===== config.mk =====
export PLATFORM = sky130hd
export DESIGN_NAME = mem_access_stage
export DESIGN_NICKNAME = d
export VERILOG_FILES = /design/src/rtl/mips_pkg.sv /design/src/rtl/mem_access_stage_lane_align.sv /design/src/rtl/mem_access_stage.sv
export SDC_FILE = /design/constraint.sdc
export NUM_CORES = 1
export LEC_CHECK = 0
export BUFFER_PORTS_ARGS = -buffer_cell sky130_fd_sc_hd__buf_2
export CORE_AREA = 4 4 123 125
export DETAILED_ROUTE_END_ITERATION = 16
export DIE_AREA = 0 0 127 129
export PLACE_DENSITY = 0.9
export SYNTH_ARGS = -nofsm -noshare
export SYNTH_HDL_FRONTEND = slang
export SYNTH_HIERARCHICAL = 1
export SYNTH_SLANG_ARGS = --single-unit

===== constraint.sdc =====
create_clock -name clk -period 5.16 [get_ports clk]
set_input_delay 0.774 -clock clk [delete_from_list [all_inputs] [get_ports clk]]
set_output_delay 0.774 -clock clk [all_outputs]
set_load 0.005 [all_outputs]

===== src/rtl/mips_pkg.sv =====
// Shared definitions for the MIPS-32 pipeline: access-size encodings, MEM-stage
// FSM states and WB control-field layout.
package mips_pkg;

    typedef enum logic [1:0] {
        SIZE_BYTE = 2'b00,
        SIZE_HALF = 2'b01,
        SIZE_WORD = 2'b10,
        SIZE_RSVD = 2'b11
    } mem_size_e;

    typedef enum logic [1:0] {
        ST_IDLE = 2'b00,
        ST_REQ  = 2'b01,
        ST_DONE = 2'b10
    } mem_state_e;

    localparam int          WB_W         = 3;
    localparam int          WB_REG_WRITE = 0;
    localparam int          WB_MEM_TO_REG = 1;
    localparam logic [2:0]  WB_NONE      = 3'b000;

    // Reserved size behaves as a word access everywhere.
    function automatic logic is_misaligned(input logic [1:0] size, input logic [1:0] addr_lo);
        logic mis;
        mis = 1'b0;
        case (size)
            SIZE_BYTE: mis = 1'b0;
            SIZE_HALF: mis = addr_lo[0];
            default:   mis = (addr_lo != 2'b00);
        endcase
        return mis;
    endfunction

endpackage


===== src/rtl/mem_access_stage_lane_align.sv =====
// mem_lane_align: combinational store lane replication / byte enables and load
// lane extraction with sign or zero extension.
module mem_lane_align
    import mips_pkg::*;
(
    input  logic [1:0]  size,
    input  logic [1:0]  addr_lo,
    input  logic        load_unsigned,
    input  logic [31:0] store_data,
    input  logic [31:0] load_word,
    output logic [3:0]  be,
    output logic [31:0] wdata,
    output logic [31:0] load_data,
    output logic        misaligned
);

    logic [7:0]  lane_byte;
    logic [15:0] lane_half;

    // NOTE: every output of a combinational block gets a default first so no path infers a latch.
    always_comb begin
        be        = 4'b1111;
        wdata     = store_data;
        load_data = load_word;
        lane_byte = load_word[7:0];
        lane_half = load_word[15:0];
        case (addr_lo)
            2'b00:   lane_byte = load_word[7:0];
            2'b01:   lane_byte = load_word[15:8];
            2'b10:   lane_byte = load_word[23:16];
            default: lane_byte = load_word[31:24];
        endcase
        lane_half = addr_lo[1] ? load_word[31:16] : load_word[15:0];

        case (size)
            SIZE_BYTE: begin
                be        = 4'b0001 << addr_lo;
                wdata     = {4{store_data[7:0]}};
                load_data = load_unsigned ? {24'h0, lane_byte} : {{24{lane_byte[7]}}, lane_byte};
            end
            SIZE_HALF: begin
                be        = addr_lo[1] ? 4'b1100 : 4'b0011;
                wdata     = {2{store_data[15:0]}};
                load_data = load_unsigned ? {16'h0, lane_half} : {{16{lane_half[15]}}, lane_half};
            end
            default: begin
                be        = 4'b1111;
                wdata     = store_data;
                load_data = load_word;
            end
        endcase
    end

    assign misaligned = is_misaligned(size, addr_lo);

endmodule


===== src/rtl/mem_access_stage.sv =====
// MEM stage: drives the data bus with a req/ack handshake, times out stuck
// requests, stalls upstream while busy. Define MEM_MISALIGN_TRAP_EN to trap misaligned accesses.
module mem_access_stage
    import mips_pkg::*;
#(
    parameter int TIMEOUT_CYCLES = 16,
    parameter int CNT_W          = 5
) (
    input  logic        clk,
    input  logic        rst_n,
    input  logic        in_valid,
    input  logic [31:0] alu_result,
    input  logic [31:0] write_data,
    input  logic        mem_read,
    input  logic        mem_write,
    input  logic [1:0]  mem_size,
    input  logic        load_unsigned,
    input  logic [2:0]  wb_in,
    input  logic [4:0]  direccion_in,
    input  logic [31:0] jump_address_in,
    output logic        mem_req,
    output logic        mem_we,
    output logic [31:0] mem_addr,
    output logic [3:0]  mem_be,
    output logic [31:0] mem_wdata,
    input  logic        mem_ack,
    input  logic [31:0] mem_rdata,
    output logic        stall,
    output logic [31:0] Read_data,
    output logic [31:0] Alu_result,
    output logic [2:0]  WB,
    output logic [4:0]  direccion,
    output logic [31:0] jump_address,
    output logic        bus_error
);

`ifdef MEM_MISALIGN_TRAP_EN
    localparam logic TRAP_EN = 1'b1;
`else
    localparam logic TRAP_EN = 1'b0;
`endif

    localparam logic [CNT_W-1:0] CNT_LAST = CNT_W'(TIMEOUT_CYCLES - 1);

    mem_state_e       state;
    logic [CNT_W-1:0] cnt;
    logic [31:0]      rd_q;
    logic             err_q;
    logic [1:0]       size_q;
    logic [1:0]       lo_q;
    logic             uns_q;
    logic             load_q;

    logic        access;
    logic [1:0]  sel_size;
    logic [1:0]  sel_lo;
    logic        sel_uns;
    logic [3:0]  lane_be;
    logic [31:0] lane_wdata;
    logic [31:0] lane_load;
    logic        misaligned;

    assign access = in_valid & (mem_read | mem_write);

    // Issue uses the live EX/MEM fields; formatting at ack uses the captured ones.
    assign sel_size = (state == ST_IDLE) ? mem_size : size_q;
    assign sel_lo   = (state == ST_IDLE) ? alu_result[1:0] : lo_q;
    assign sel_uns  = (state == ST_IDLE) ? load_unsigned : uns_q;

    mem_lane_align u_lane (
        .size          (sel_size),
        .addr_lo       (sel_lo),
        .load_unsigned (sel_uns),
        .store_data    (write_data),
        .load_word     (mem_rdata),
        .be            (lane_be),
        .wdata         (lane_wdata),
        .load_data     (lane_load),
        .misaligned    (misaligned)
    );

    always_comb begin
        stall = 1'b0;
        case (state)
            ST_IDLE: stall = access;
            ST_REQ:  stall = 1'b1;
            default: stall = 1'b0;
        endcase
        stall = stall & rst_n;
    end

    // NOTE: sequential state uses non-blocking assignments only, so every flop samples pre-edge values.
    always_ff @(posedge clk or negedge rst_n) begin
        if (!rst_n) begin
            state     <= ST_IDLE;
            cnt       <= '0;
            rd_q      <= '0;
            err_q     <= 1'b0;
            size_q    <= SIZE_WORD;
            lo_q      <= 2'b00;
            uns_q     <= 1'b0;
            load_q    <= 1'b0;
            mem_req   <= 1'b0;
            mem_we    <= 1'b0;
            mem_addr  <= '0;
            mem_be    <= '0;
            mem_wdata <= '0;
        end else begin
            case (state)
                ST_IDLE: begin
                    err_q <= 1'b0;
                    if (access) begin
                        if (TRAP_EN && misaligned) begin
                            rd_q  <= '0;
                            err_q <= 1'b1;
                            state <= ST_DONE;
                        end else begin
                            mem_req   <= 1'b1;
                            mem_we    <= mem_write;
                            mem_addr  <= {alu_result[31:2], 2'b00};
                            mem_be    <= lane_be;
                            mem_wdata <= lane_wdata;
                            size_q    <= mem_size;
                            lo_q      <= alu_result[1:0];
                            uns_q     <= load_unsigned;
                            load_q    <= ~mem_write;
                            cnt       <= '0;
                            rd_q      <= '0;
                            state     <= ST_REQ;
                        end
                    end
                end
                ST_REQ: begin
                    if (mem_ack) begin
                        rd_q    <= load_q ? lane_load : 32'h0;
                        mem_req <= 1'b0;
                        mem_we  <= 1'b0;
                        mem_be  <= '0;
                        state   <= ST_DONE;
                    end else if (cnt == CNT_LAST) begin
                        rd_q    <= '0;
                        err_q   <= 1'b1;
                        mem_req <= 1'b0;
                        mem_we  <= 1'b0;
                        mem_be  <= '0;
                        state   <= ST_DONE;
                    end else begin
                        cnt <= cnt + CNT_W'(1);
                    end
                end
                ST_DONE: begin
                    err_q <= 1'b0;
                    state <= ST_IDLE;
                end
                default: state <= ST_IDLE;
            endcase
        end
    end

    assign Read_data    = (state == ST_DONE) ? rd_q : 32'h0;
    assign bus_error    = (state == ST_DONE) && err_q;
    assign WB           = bus_error ? WB_NONE : wb_in;
    assign Alu_result   = alu_result;
    assign direccion    = direccion_in;
    assign jump_address = jump_address_in;

endmodule


==> flow_metrics.env <==
export IMPL_status="completed"
export IMPL_fin_area_mm2=0.00792
export IMPL_cp_required_ns=5.51
export IMPL_grt_overflow=0
export IMPL_tightest_slew_ns=1.16
export IMPL_wl_per_cell_um=18.9
export IMPL_clockBufferDepth=2
export IMPL_r2r_start="state[0]$_DFFE_PN0P_"
export IMPL_hold_buffers=0
export IMPL_cts_tree="built"
export IMPL_ir_drop_uv=349
export IMPL_fp_dieH_um=129
export IMPL_netlist_instances=581
export IMPL_crit_type="flop to flop"
export IMPL_period_share_pct=57.9
export IMPL_cp_end_kind="flop"
export IMPL_nFillCells=1168
export IMPL_leakage_uw=0.00396
export IMPL_clock_skew_final_ns=0.00524
export IMPL_nets=879
export IMPL_cts_resized=0
export IMPL_placed_area_mm2=0.00727
export IMPL_hpwl_um=12700
export IMPL_slew_headroom_pct=21.5
export IMPL_wl_um=17400
export IMPL_worstPathCellList="nor2_1, buf_4, mux2_2, buf_4, nor2_1, a21oi_1, a21oi_1, a22o_2"
export IMPL_setup_viol=0
export IMPL_cts_sinks=114
export IMPL_antenna_found_initial=1
export IMPL_area_growth_pct=19.1
export IMPL_cpPeakStageDelay_ns=0.73
export IMPL_dieArea_mm2=0.0164
export IMPL_vias=5055
export IMPL_reg2reg_depth=8
export IMPL_drc=0
export IMPL_avgViaCountPerCell=5.46
export IMPL_synth_warnings=6
export IMPL_drv_cap=0
export IMPL_core_area_mm2=0.0139
export IMPL_port_buffers=244
export IMPL_first_iter_violations=351
export IMPL_synth_avg_cell_area_um2=11.4
export IMPL_crit_slowest_cell="nor2_1"
export IMPL_final_max_slew_violation_count=0
export IMPL_post_cts_buffers=0
export IMPL_grt_max_degree=77
export IMPL_dpl_cell_count=893
export IMPL_h_tree_depth=4
export IMPL_cts_root_buf="clkbuf_16"
export IMPL_grt_use_total_pct=21.0
export IMPL_final_hold_viol_count=0
export IMPL_max_clock_freq_mhz=335
export IMPL_power_density_mw_per_mm2=514
export IMPL_r2r_end="rd_q[17]$_DFFE_PN0P_"
export IMPL_rsz0062_at_grt="false"
export IMPL_grt_pass1_vias=5137
export IMPL_num_antenna_cells=0
export IMPL_grt_first_pass_wirelength_um=26900
export IMPL_initial_core_util_pct=47.9
export IMPL_cp_data_arrival_time_ns=3.34
export IMPL_path_buf_inv=2
export IMPL_netlist_area_mm2=0.00665
export IMPL_final_layout_size_suffix_gt1_share_pct=54.9
export IMPL_clock_latency_ns=0.42
export IMPL_clk_pin_slew_ns=0.05
export IMPL_crit_fanout=28
export IMPL_ff2ff_setup_slack_ns=2.17
export IMPL_gp_congestion=0.843
export IMPL_num_io_pins=321
export IMPL_final_cells=925
export IMPL_hold_class="input pin to async pin"
export IMPL_fin_crit_ns=2.99
export IMPL_rows=43
export IMPL_critPathTopFamily="simple AND/OR/NAND/NOR gates"
export IMPL_tns_ns=0
export IMPL_dr_pass1_iters=5
export IMPL_start_kind="flop"
export IMPL_ant_nets=0
export IMPL_cts_buffers=17
export IMPL_die_width_um=127
worst register-to-register path, cell delays in order (launching register included):
cell and delay (ns):
dfrtp_1 0.46, nor2_1 0.14, buf_4 0.20, mux2_2 0.59
buf_4 0.34, nor2_1 0.74, a21oi_1 0.14, a21oi_1 0.16
a22o_2 0.15
sequential cells by signal, summed over array words and instances, names as in the netlist:
signal and cells:
state 2, err_q 1, mem_be 4, rd_q 32, lo_q 2, cnt 5, load_q 1, mem_addr 30
mem_we 1, mem_wdata 32, size_q 2, uns_q 1, mem_req 1
through the flow:
step           worst slack, ns  power [uW]  hold WS (ns)  util (%)
3_3_place_gp              2.30        2730         0.466      52.3
5_1_grt                   1.89        4290         0.382      57.0
4_1_cts                   2.24        4090         0.359      57.0
3_5_place_dp              2.24        2780         0.478      52.3
6_report                  2.17        4070         0.342      57.0
2_1_floorplan             2.59        2340         0.458         -
cell usage in the layout, fill, tap and decap left out, types with 3 or more instances in the layout:
cell type   count
o21ai_0        16
clkbuf_16      17
a221o_1         4
a21oi_1        30
bufinv_16       5
a22o_2         28
nand3_1         5
a211oi_1        3
dfrtp_1       113
a2bb2oi_1       9
mux2i_1        13
clkinvlp_4      3
o211ai_1       11
nand2_1        31
nor3_1          3
o22ai_1         5
inv_1          12
buf_4           5
nor2b_1         5
mux4_1          3
buf_2         243
mux2_2         58
clkinv_2        4
nor2_1         14
a22o_1          5
and2_1         33
mux2_4         30
nand2b_1        3
per-layer routing:
metal	global-route usage (%)	part of all wire, %	up-vias
met4	8.83	2.5	2
li1	-	-	2290
met3	7.39	10	39
met1	24.5	38	2430
met5	0	0.11	-
met2	35.5	50	294
power by group:
group,internal (uW),switching [uW]
registers,1200,184
clock network,867,426
logic,709,678
total,2780,1290
final cells by class:
class / count / area, um2 / share of cell area [%]
Multi-Input combinational cell: 338 / 2880 / 36.4
Tap cell: 180 / 225 / 2.85
Timing Repair Buffer: 248 / 1250 / 15.8
Clock inverter: 14 / 210 / 2.66
Clock buffer: 18 / 439 / 5.55
Sequential cell: 114 / 2850 / 36.1
Inverter: 13 / 48.8 / 0.617
worst max-delay path by stage:
stage	startpoint	endpoint	slack, ns	depth (start not counted)
after floorplan	state[0]$_DFFE_PN0P_	rd_q[7]$_DFFE_PN0P_	2.59	9
after global placement	mem_size[1]	rd_q[24]$_DFFE_PN0P_	2.30	7
after detailed placement	mem_size[1]	rd_q[19]$_DFFE_PN0P_	2.24	7
after CTS	state[0]$_DFFE_PN0P_	rd_q[19]$_DFFE_PN0P_	2.24	8
after global routing	state[0]$_DFFE_PN0P_	rd_q[28]$_DFFE_PN0P_	1.89	8
final	state[0]$_DFFE_PN0P_	rd_q[17]$_DFFE_PN0P_	2.17	8
Power figures use the tool's default switching activity.
